`src/rtl/kmp_text_matcher_pkg.sv`:
```
// Shared parameters and FSM state encoding for the KMP text matcher.
// Contents: character width, pattern size, index widths, one-hot scan states.
// Imported by kmp_text_matcher and kmp_byte_skid.
package SME_spec_param;

    localparam int BYTE        = 8;  // bits per character
    localparam int MAX_PATTERN = 8;  // maximum pattern length
    localparam int MAX_PAT_ADD = 3;  // pattern index / failure entry width
    localparam int STR_ADD     = 6;  // text index, match position, match counter width

    typedef enum logic [3:0] {
        ST_IDLE = 4'b0001,
        ST_LOAD = 4'b0010,
        ST_SCAN = 4'b0100,
        ST_DONE = 4'b1000
    } state_t;

endpackage

```
`src/rtl/kmp_byte_skid.sv`:
```
// One-entry holding register for the text stream, with accept/consume logic.
// Ports: scan_i enables acceptance; exp_byte_i/j_zero_i decide whether the held byte
//        is consumed this cycle; t_* is the upstream handshake; cur_* is the held byte.
// t_ready_o depends only on registered state, never on t_valid_i or t_data_i.
module kmp_byte_skid
    import SME_spec_param::*;
(
    input  logic            clk,
    input  logic            reset,
    input  logic            scan_i,
    input  logic [BYTE-1:0] exp_byte_i,
    input  logic            j_zero_i,
    input  logic            t_valid_i,
    input  logic [BYTE-1:0] t_data_i,
    input  logic            t_last_i,
    output logic            t_ready_o,
    output logic            consume_o,
    output logic [BYTE-1:0] cur_byte_o,
    output logic            cur_last_o
);

    logic [BYTE-1:0] cur_byte_q;
    logic            cur_last_q;
    logic            cur_full_q;

    // A byte leaves the register when it matches the expected pattern character,
    // or when the matcher is at j==0 (a mismatch there simply skips the byte).
    assign consume_o  = scan_i && cur_full_q && ((cur_byte_q == exp_byte_i) || j_zero_i);
    assign t_ready_o  = scan_i && (!cur_full_q || consume_o);
    assign cur_byte_o = cur_byte_q;
    assign cur_last_o = cur_last_q;

    always_ff @(posedge clk) begin
        if (reset) begin
            cur_byte_q <= '0;
            cur_last_q <= 1'b0;
            cur_full_q <= 1'b0;
        end else if (!scan_i) begin
            // Leaving the scan (abort or job end) discards whatever is held.
            cur_full_q <= 1'b0;
        end else if (t_valid_i && t_ready_o) begin
            cur_byte_q <= t_data_i;
            cur_last_q <= t_last_i;
            cur_full_q <= 1'b1;
        end else if (consume_o) begin
            cur_full_q <= 1'b0;
        end
    end

endmodule

```
`src/rtl/kmp_text_matcher.sv`:
```
// KMP text scanner: latches pattern and failure table, streams text, reports every match start.
// Ports: ff_valid/pattern/last_pat_idx/fail_func job setup (level); t_valid/t_data/t_last/t_ready
//        text stream; match_valid/match_pos/match_count match reports; done scan-complete level.
// A mismatch with j>0 stalls the held byte one cycle per failure-table step.
module kmp_text_matcher
    import SME_spec_param::*;
(
    input  logic                           clk,
    input  logic                           reset,
    input  logic                           ff_valid,
    input  logic [MAX_PATTERN*BYTE-1:0]    pattern,
    input  logic [MAX_PAT_ADD-1:0]         last_pat_idx,
    input  logic [MAX_PAT_ADD*MAX_PATTERN-1:0] fail_func,
    input  logic                           t_valid,
    input  logic [BYTE-1:0]                t_data,
    input  logic                           t_last,
    output logic                           t_ready,
    output logic                           match_valid,
    output logic [STR_ADD-1:0]             match_pos,
    output logic [STR_ADD-1:0]             match_count,
    output logic                           done
);

    state_t                                    state_q;
    logic [MAX_PATTERN-1:0][BYTE-1:0]          pat_q;
    logic [MAX_PATTERN-1:0][MAX_PAT_ADD-1:0]   ff_q;
    logic [MAX_PAT_ADD-1:0]                    last_q;
    logic [MAX_PAT_ADD-1:0]                    j_q;
    logic [STR_ADD-1:0]                        text_idx_q;
    logic                                      match_valid_q;
    logic [STR_ADD-1:0]                        match_pos_q;
    logic [STR_ADD-1:0]                        match_count_q;
    logic                                      done_q;

    logic            scan;
    logic            consume;
    logic [BYTE-1:0] cur_byte;
    logic            cur_last;
    logic            eq;

    assign scan = (state_q == ST_SCAN);
    assign eq   = (cur_byte == pat_q[j_q]);

    kmp_byte_skid u_skid (
        .clk        (clk),
        .reset      (reset),
        .scan_i     (scan),
        .exp_byte_i (pat_q[j_q]),
        .j_zero_i   (j_q == '0),
        .t_valid_i  (t_valid),
        .t_data_i   (t_data),
        .t_last_i   (t_last),
        .t_ready_o  (t_ready),
        .consume_o  (consume),
        .cur_byte_o (cur_byte),
        .cur_last_o (cur_last)
    );

    always_ff @(posedge clk) begin
        if (reset) begin
            state_q       <= ST_IDLE;
            pat_q         <= '0;
            ff_q          <= '0;
            last_q        <= '0;
            j_q           <= '0;
            text_idx_q    <= '0;
            match_valid_q <= 1'b0;
            match_pos_q   <= '0;
            match_count_q <= '0;
            done_q        <= 1'b0;
        end else begin
            match_valid_q <= 1'b0;
            if (!ff_valid && state_q != ST_IDLE) begin
                // Job withdrawn: abandon it, keep the last reported values.
                state_q <= ST_IDLE;
                done_q  <= 1'b0;
            end else begin
                case (state_q)
                    ST_IDLE: begin
                        if (ff_valid) state_q <= ST_LOAD;
                    end
                    ST_LOAD: begin
                        pat_q         <= pattern;
                        ff_q          <= fail_func;
                        last_q        <= last_pat_idx;
                        j_q           <= '0;
                        text_idx_q    <= '0;
                        match_count_q <= '0;
                        done_q        <= 1'b0;
                        state_q       <= ST_SCAN;
                    end
                    ST_SCAN: begin
                        if (eq && consume) begin
                            if (j_q == last_q) begin
                                match_valid_q <= 1'b1;
                                match_pos_q   <= text_idx_q
                                               - {{(STR_ADD-MAX_PAT_ADD){1'b0}}, last_q};
                                if (match_count_q != '1) match_count_q <= match_count_q + 1'b1;
                                j_q <= ff_q[last_q];
                            end else begin
                                j_q <= j_q + 1'b1;
                            end
                        end else if (!consume && j_q != '0 && cur_full_mismatch()) begin
                            // Fall back in the failure table; the byte stays held.
                            j_q <= ff_q[j_q - 1'b1];
                        end
                        if (consume) begin
                            text_idx_q <= text_idx_q + 1'b1;
                            if (cur_last) begin
                                done_q  <= 1'b1;
                                state_q <= ST_DONE;
                            end
                        end
                    end
                    ST_DONE: ;
                    default: state_q <= ST_IDLE;
                endcase
            end
        end
    end

    // A held byte that mismatches at j>0 is exactly a held byte that was not consumed.
    function automatic logic cur_full_mismatch();
        return t_ready == 1'b0;
    endfunction

    assign match_valid = match_valid_q;
    assign match_pos   = match_pos_q;
    assign match_count = match_count_q;
    assign done        = done_q;

endmodule
```
`config.mk`:
```
export PLATFORM = sky130hd
export DESIGN_NAME = kmp_text_matcher
export DESIGN_NICKNAME = d
export VERILOG_FILES = /design/src/rtl/kmp_text_matcher_pkg.sv /design/src/rtl/kmp_byte_skid.sv /design/src/rtl/kmp_text_matcher.sv
export SDC_FILE = /design/constraint.sdc
export NUM_CORES = 1
export LEC_CHECK = 0
export ABC_AREA = 0
export CAP_MARGIN = 20
export CORE_ASPECT_RATIO = 1.5
export CORE_MARGIN = 1.5
export CORE_UTILIZATION = 47
export DETAILED_ROUTE_END_ITERATION = 16
export GPL_ROUTABILITY_DRIVEN = 0
export PLACE_DENSITY = 0.77
export SKIP_LAST_GASP = 1
export SYNTH_ARGS = -nofsm -noshare
export SYNTH_HDL_FRONTEND = slang
export SYNTH_SLANG_ARGS = --single-unit
```
`constraint.sdc`:
```
create_clock -name clk -period 2.8 [get_ports clk]
set_input_delay 0.56 -clock clk [delete_from_list [all_inputs] [get_ports clk]]
set_output_delay 0.56 -clock clk [all_outputs]
set_load 0.01 [all_outputs]
```
==> results of run 1 <==
-- per-stage QoR --
| step | setup slack [ns] | area (sq um) | hold slack (ns) | cells | setup TNS [ns] |
|---|---|---|---|---|---|
| after floorplan | 0.0581 | 6020 | 0.433 | 692 | 0 |
| after global routing | -0.497 | 8480 | 0.475 | 999 | -4.71 |
| final | -0.340 | 8480 | 0.459 | 999 | -0.801 |
| after global placement | -0.513 | 7490 | 0.446 | 953 | -2.31 |
| after detailed placement | -0.520 | 7490 | 0.450 | 953 | -4.22 |
| after CTS | -0.321 | 8200 | 0.459 | 988 | -0.443 |
-- sequential cells by signal (all words and copies together), names as in the netlist, 3 cells and up --
name               flops
last_q                 3
match_pos              6
ff_q                  24
u_skid.cur_byte_o      8
j_q                    3
match_count            6
pat_q                 64
state_q                4
text_idx_q             6
-- worst min-delay path: cells and delay by family (launching register included) --
| kind | cells | cell delay, ns |
|---|---|---|
| flops | 1 | 0.31 |
| compound gates | 1 | 0.05 |
| simple gates | 1 | 0.05 |
-- kinds of logic after synthesis --
kind of cell | count (synthesis) | share of synthesized area (%)
AOI/OAI and AO/OA | 140 | 13.5
muxes | 55 | 14.7
and+or+nand+nor | 283 | 20.2
xor gates and xnor gates | 18 | 2.62
adders and majority gates | 9 | 1.99
buffers and inverters | 59 | 4.55
DFF | 128 | 42.6
-- cell type report --
cell class | count | area [sq um] | share of cell area (%)
tap | 156 | 195 | 2.30
clock inverter | 15 | 221 | 2.61
sequential | 128 | 2570 | 30.3
multi-input combinational | 505 | 3330 | 39.3
timing repair buffer | 168 | 1700 | 20.0
clock buffer | 17 | 425 | 5.02
inverter | 10 | 37.5 | 0.443
-- placed cells by master (no fill, tap or decap), types with 4 or more instances in the layout --
cell type,n
nand3b_1,6
clkbuf_16,20
nand2_1,197
ha_1,8
or3_1,4
dfxtp_1,125
nand2b_1,4
buf_12,5
a21oi_2,5
nor2b_1,4
nand3_1,9
inv_1,10
inv_6,5
clkinv_4,4
bufinv_16,4
o21ai_0,6
xnor2_1,4
nor3_1,5
o211ai_1,5
a21oi_1,98
a211oi_2,4
buf_6,7
buf_4,35
mux2i_1,24
mux4_2,26
or4_1,4
clkdlybuf4s50_1,116
xor2_1,13
nor2_1,28
-- power by group --
group          leakage (uW)  switching [uW]  internal (uW)
clock network      0.000317             901           1520
logic               0.00160            92.0            159
registers           0.00103            14.9           1830
total               0.00295            1010           3510
-- how the worst max path moves through the flow --
stage	to	slack [ns]	depth (start not counted)
global placement	t_ready	-0.51	8
floorplan	t_ready	0.06	9
finish	t_ready	-0.34	9
detailed placement	t_ready	-0.52	9
global route	t_ready	-0.50	9
CTS	t_ready	-0.32	9
-- per-layer routing --
layer | GRT usage [%] | part of all wire [%] | vias up
met1 | 28.7 | 37 | 2704
met3 | 5.20 | 5.6 | 49
met4 | 11.0 | 3.4 | 0
li1 | - | - | 2662
met5 | 0 | 0 | -
met2 | 43.1 | 53 | 235
-- what timing repair did --
| item | 4_1_cts | 5_1_grt |
|---|---|---|
| buffers inserted | 4 | 8 |
| pin swaps | 13 | 25 |
| hold buffers | 0 | 0 |
| gates resized for setup | 16 | 32 |
| gates cloned | 0 | 3 |
| setup endpoints to repair | 33 | 33 |
==> results.toml, run 1 <==
[die]
core_area_sq_um = 12500
die_h_um = 142
row_count = 50
initial_core_util_pct = 48.1
pin_count = 119
die_w_um = 95.4
dieArea_sq_um = 13500

[layout]
fill_cells = 895
final_util_pct = 67.8
nets = 943
drive_gt1_share_pct = 17.9
syn2layout_area_growth_pct = 40.8
n_antenna_cell = 0

[route]
first_iter_violations = 407
drcViolationCount = 0
vias_per_cell = 5.66
num_vias = 5650
wirelength_um = 17200
ant_nets = 0
firstDrtPassIters = 5
post_drt_wl_per_cell_um = 17.2

[worst_setup_path]
crit_fanout = 8
r2r-start = "j_q[0]$_SDFFE_PP0P_"
cp_cell_sequence = "buf_6, mux4_2, mux2i_1, xor2_1, nand2_1, nor4_4, nor2_1, nor2_1, buf_2"
crit_family = "multiplexers"
critical_path_class = "reg -> out"
critPathSlowestCell = "mux4_2"
reg2reg_slack_ns = -0.14
worst-r2r-cell-count = 10
cp.required_ns = 2.24
arrival_ns = 2.58
start_kind = "register"
crit_path_start = "j_q[0]$_SDFFE_PP0P_"
rr_endpoint = "j_q[0]$_SDFFE_PP0P_"
crit_buf_inv = 2
cp_common_cell = "nor2_1"
crit_path_end_kind = "output port"
cpPeakStageDelay_ns = 0.50

[global_route]
grt_antenna_before_repair = 0
grt_max_degree = 92
grt_usage_pct = 24.8
grt_pass1_vias = 5449
grt_first_pass_wirelength_um = 25800
overflow = 0

[outcome]
status = "finished, violations left"
violations = "negative setup slack"

[yosys]
synth_cells = 692
synth_commonest_cells = "nand2_1 (199), dfxtp_1 (128), a21oi_1 (103)"
ys_ff_latch = 128
synth.avg_cell_area_sq_um = 8.70
async_flop_share_pct = 0
ys.flop_type = "dfxtp_1"
yosysWarnings = 0
synth_top_area_share_pct = 42.6
synth_cell_types = 50
syn-cell-area_sq_um = 6020
synth_nets = 805
synth.most_common_cell = "nand2_1"
synth_area_leaders = "dfxtp_1 (43%), nand2_1 (12%), mux4_2 (9.7%)"
synth_top_area_cell = "dfxtp_1"
ys_seq_area_share_pct = 42.6
synth-edff-count = 0

[sta]
skew_ns = 0.00982
rsz0062_at_grt = "true"
setup_viol = 13
worst_pin_slew_ns = 0.563
relSlewSlack_pct = 62.4
min_period_over_period_pct = 112
final.setup.worst_slack_ns = -0.340
fmax_mhz = 318
fin_crit_ns = 3.14
slew_violations = 0
hold_violations = 0

[hold_path]
worstHoldStart = "pat_q[31]$_SDFFE_PP0P_"
hp-class = "reg -> reg"
holdPathEnd = "pat_q[31]$_SDFFE_PP0P_"
holdPathStages = 2

[clocking]
cts_sinks = 128
cts.reportedPaths.clkPinSlew_ns = 0.06
root_buffer = "clkbuf_16"
cts_tree = "built"
insertion_delay_ns = 0.42
numCtsBuffers = 17
htree_levels = 4
clk_path_buf_depth = 2

[flow_run]
maxCapViolations = 0

[placement]
dpl.hpwl_um = 11300
port_buffers = 118

[pwr]
power_density_nw_per_um2 = 533
total_power_uw = 4520
leakagePower_uw = 0.00295
ir_worst_vdd_mv = 0.447
Note: power is estimated with default switching activity, not from simulation.
==> run 2: changes to the inputs <==
- HOLD_SLACK_MARGIN: default -> 0.03
==> results of run 2 <==
Same layout as run 1: the final DEF is identical, and so are final timing and power.
==> run 3: changes to the inputs <==
- CELL_PAD_IN_SITES_DETAIL_PLACEMENT: default -> 0
- CELL_PAD_IN_SITES_GLOBAL_PLACEMENT: default -> 1
- CORE_UTILIZATION: 47 -> 35
- PLACE_DENSITY: 0.77 -> default
- PLACE_DENSITY_LB_ADDON: default -> 0.1
- SYNTH_HIERARCHICAL: default -> 1
==> results.toml, run 3 <==
[pwr]
p_seq_share_pct = 41.7
combPwrFrac_pct = 11.0
p_int_uw = 3510
power_density_nw_per_um2 = 535
p_clk_share_pct = 47.3
ir_worst_vdd_mv = 0.361
switching_power_uw = 1120
leakagePower_uw = 0.00309
sw_frac_of_total_pct = 24.2

[sta]
skew_ns = 0.00633
whs_ns = 0.452
fin_crit_ns = 3.25
setup-tns-final_ns = -5.34
min_period_over_period_pct = 116
hold_violations = 0
relSlewSlack_pct = 56.4
setup_viol = 18
rsz0062_at_grt = "true"
slew_violations = 0
final.setup.worst_slack_ns = -0.452
fmax_mhz = 308
worst_pin_slew_ns = 0.652

[yosys]
synth.most_common_cell = "nand2_1"
async_flop_share_pct = 0
ys.flop_type = "dfxtp_1"
ys_seq_area_share_pct = 41.3
synth_top_area_cell = "dfxtp_1"
synth_area_leaders = "dfxtp_1 (41%), nand2_1 (12%), mux4_2 (8.4%)"
synth_cells = 725
synth_top_area_share_pct = 41.3
synth_cell_types = 48
synth_commonest_cells = "nand2_1 (204), dfxtp_1 (128), a21oi_1 (101)"
synth_nets = 838
synth-edff-count = 0
ys_ff_latch = 128
yosysWarnings = 6
syn-cell-area_sq_um = 6200
synth.avg_cell_area_sq_um = 8.55

[global_route]
grt_max_degree = 62
grt_first_pass_wirelength_um = 28500
overflow = 0
grt_antenna_before_repair = 0
grt_pass1_vias = 5569
grt_usage_pct = 19.3

[route]
routed-wl-met3_um = 575
vias_per_cell = 5.01
wirelength_um = 17500
ant_nets = 0
top_layer_used = "met4"
num_vias = 5489
first_iter_violations = 249
post_drt_wl_per_cell_um = 16.0
wl_met2_um = 9050
firstDrtPassIters = 4
met1Wirelength_um = 7550
drcViolationCount = 0

[clocking]
numCtsBuffers = 17
clk_path_buf_depth = 2
root_buffer = "clkbuf_16"
cts_sinks = 128
cts.reportedPaths.clkPinSlew_ns = 0.06
htree_levels = 4
insertion_delay_ns = 0.41
cts_tree = "built"

[worst_setup_path]
crit_fanout = 4
critical_path_class = "reg -> out"
reg2reg_slack_ns = -0.40
crit_path_end_kind = "output port"
worst-r2r-cell-count = 19
crit_path_start = "j_q[0]$_SDFFE_PP0P_"
cp.required_ns = 2.24
crit_path_end = "t_ready"
r2r-start = "j_q[0]$_SDFFE_PP0P_"
start_kind = "register"
rr_endpoint = "match_pos[2]$_SDFFE_PP0P_"
arrival_ns = 2.69

[flow_run]
maxCapViolations = 0

[die]
initial_core_util_pct = 35.7
die_w_um = 112
die_h_um = 166
row_count = 59
pin_count = 119
dieArea_sq_um = 18500
core_area_sq_um = 17300

[placement]
port_buffers = 118
dp.cells = 1047
dpl.hpwl_um = 12900
post-place-ws_ns = -0.560

[layout]
nets = 983
finalNonFillerCells = 1096
final_cell_mix = "nand2_1 (203), dfxtp_1 (126), clkdlybuf4s50_1 (116)"
regMostFlops = "pat_q"
fill_cells = 1709
drive_gt1_share_pct = 17.3
largest_register_ffs = 64
final_util_pct = 49.8
syn2layout_area_growth_pct = 39.5
final_common_cell = "nand2_1"
n_antenna_cell = 0

[outcome]
violations = "negative setup slack"
status = "finished, violations left"

[hold_path]
hp-class = "reg -> reg"
run 3: cell types whose count changed after synthesis, moves of 6 or more:
cell / delta
nand2b_1: +20
buf_1: +6
xor2_1: +9
nor3_1: +11
mux2i_1: +8
nor2_1: -11
nand3b_1: -6
run 3: worst min path at each step:
stage | endpoint | slack [ns] | start | depth (start not counted)
6_report | pat_q[31]$_SDFFE_PP0P_ | 0.45 | pat_q[31]$_SDFFE_PP0P_ | 2
5_1_grt | pat_q[63]$_SDFFE_PP0P_ | 0.48 | pat_q[63]$_SDFFE_PP0P_ | 2
4_1_cts | pat_q[31]$_SDFFE_PP0P_ | 0.46 | pat_q[31]$_SDFFE_PP0P_ | 2
3_5_place_dp | pat_q[31]$_SDFFE_PP0P_ | 0.45 | pat_q[31]$_SDFFE_PP0P_ | 2
3_3_place_gp | pat_q[26]$_SDFFE_PP0P_ | 0.44 | pat_q[26]$_SDFFE_PP0P_ | 2
2_1_floorplan | pat_q[25]$_SDFFE_PP0P_ | 0.43 | pat_q[25]$_SDFFE_PP0P_ | 2
run 3: stage by stage:
step           power, uW  cell area [sq um]
2_1_floorplan       2200               6250
3_3_place_gp        2440               7810
3_5_place_dp        2450               7810
4_1_cts             4660               8590
5_1_grt             4820               8650
6_report            4630               8650
run 3: critical path, stage by stage, from the launching register on:
cell and delay (ns):
dfxtp_4 0.37, buf_8 0.14, buf_6 0.12, buf_6 0.11, mux2i_1 0.12, mux4_2 0.48
inv_2 0.08, xor2_2 0.07, nor4_4 0.32, a21oi_1 0.12, and2b_2 0.26, buf_6 0.10
run 3: layout make-up:
type / instances / area (sq um) / share of cell area, %
multi-input combinational: 533 / 3460 / 40.0
sequential: 128 / 2570 / 29.7
timing repair buffer: 173 / 1680 / 19.5
clock buffer: 20 / 457 / 5.28
tap: 213 / 267 / 3.08
clock inverter: 12 / 135 / 1.56
inverter: 17 / 72.6 / 0.839
run 3: what timing repair did:
item / in CTS / in global routing
gates resized for setup: 31 / 11
setup endpoints to repair: 26 / 36
cloned: 1 / 1
hold buffers: 0 / 0
pin swaps: 19 / 5
buffers inserted: 12 / 5
run 3: per-layer routing:
| layer | up-vias | global-route usage, % |
|---|---|---|
| li1 | 2762 | - |
| met1 | 2597 | 23.2 |
| met2 | 108 | 33.4 |
| met3 | 22 | 4.27 |
| met4 | 0 | 7.48 |
| met5 | - | 0 |
run 3: kinds of logic (layout without fill, tap and decap cells):
kind of cell    after synthesis  after routing  share of synthesized area, %
mux                          61             61                          14.6
flops                       128            128                          41.3
xor+xnor                     28             28                          3.96
buf+inv                      65            222                          4.24
compound gates              129            129                          12.0
fa+ha+maj                     9              9                          1.94
simple gates                305            306                          21.9
run 3: power groups by stage:
stage	registers (uW)	clock network (uW)	logic, uW
3_5_place_dp	1970	0	485
6_report	1930	2190	510
3_3_place_gp	1970	0	473
4_1_cts	1930	2230	497
2_1_floorplan	1950	0	255
5_1_grt	1940	2320	562
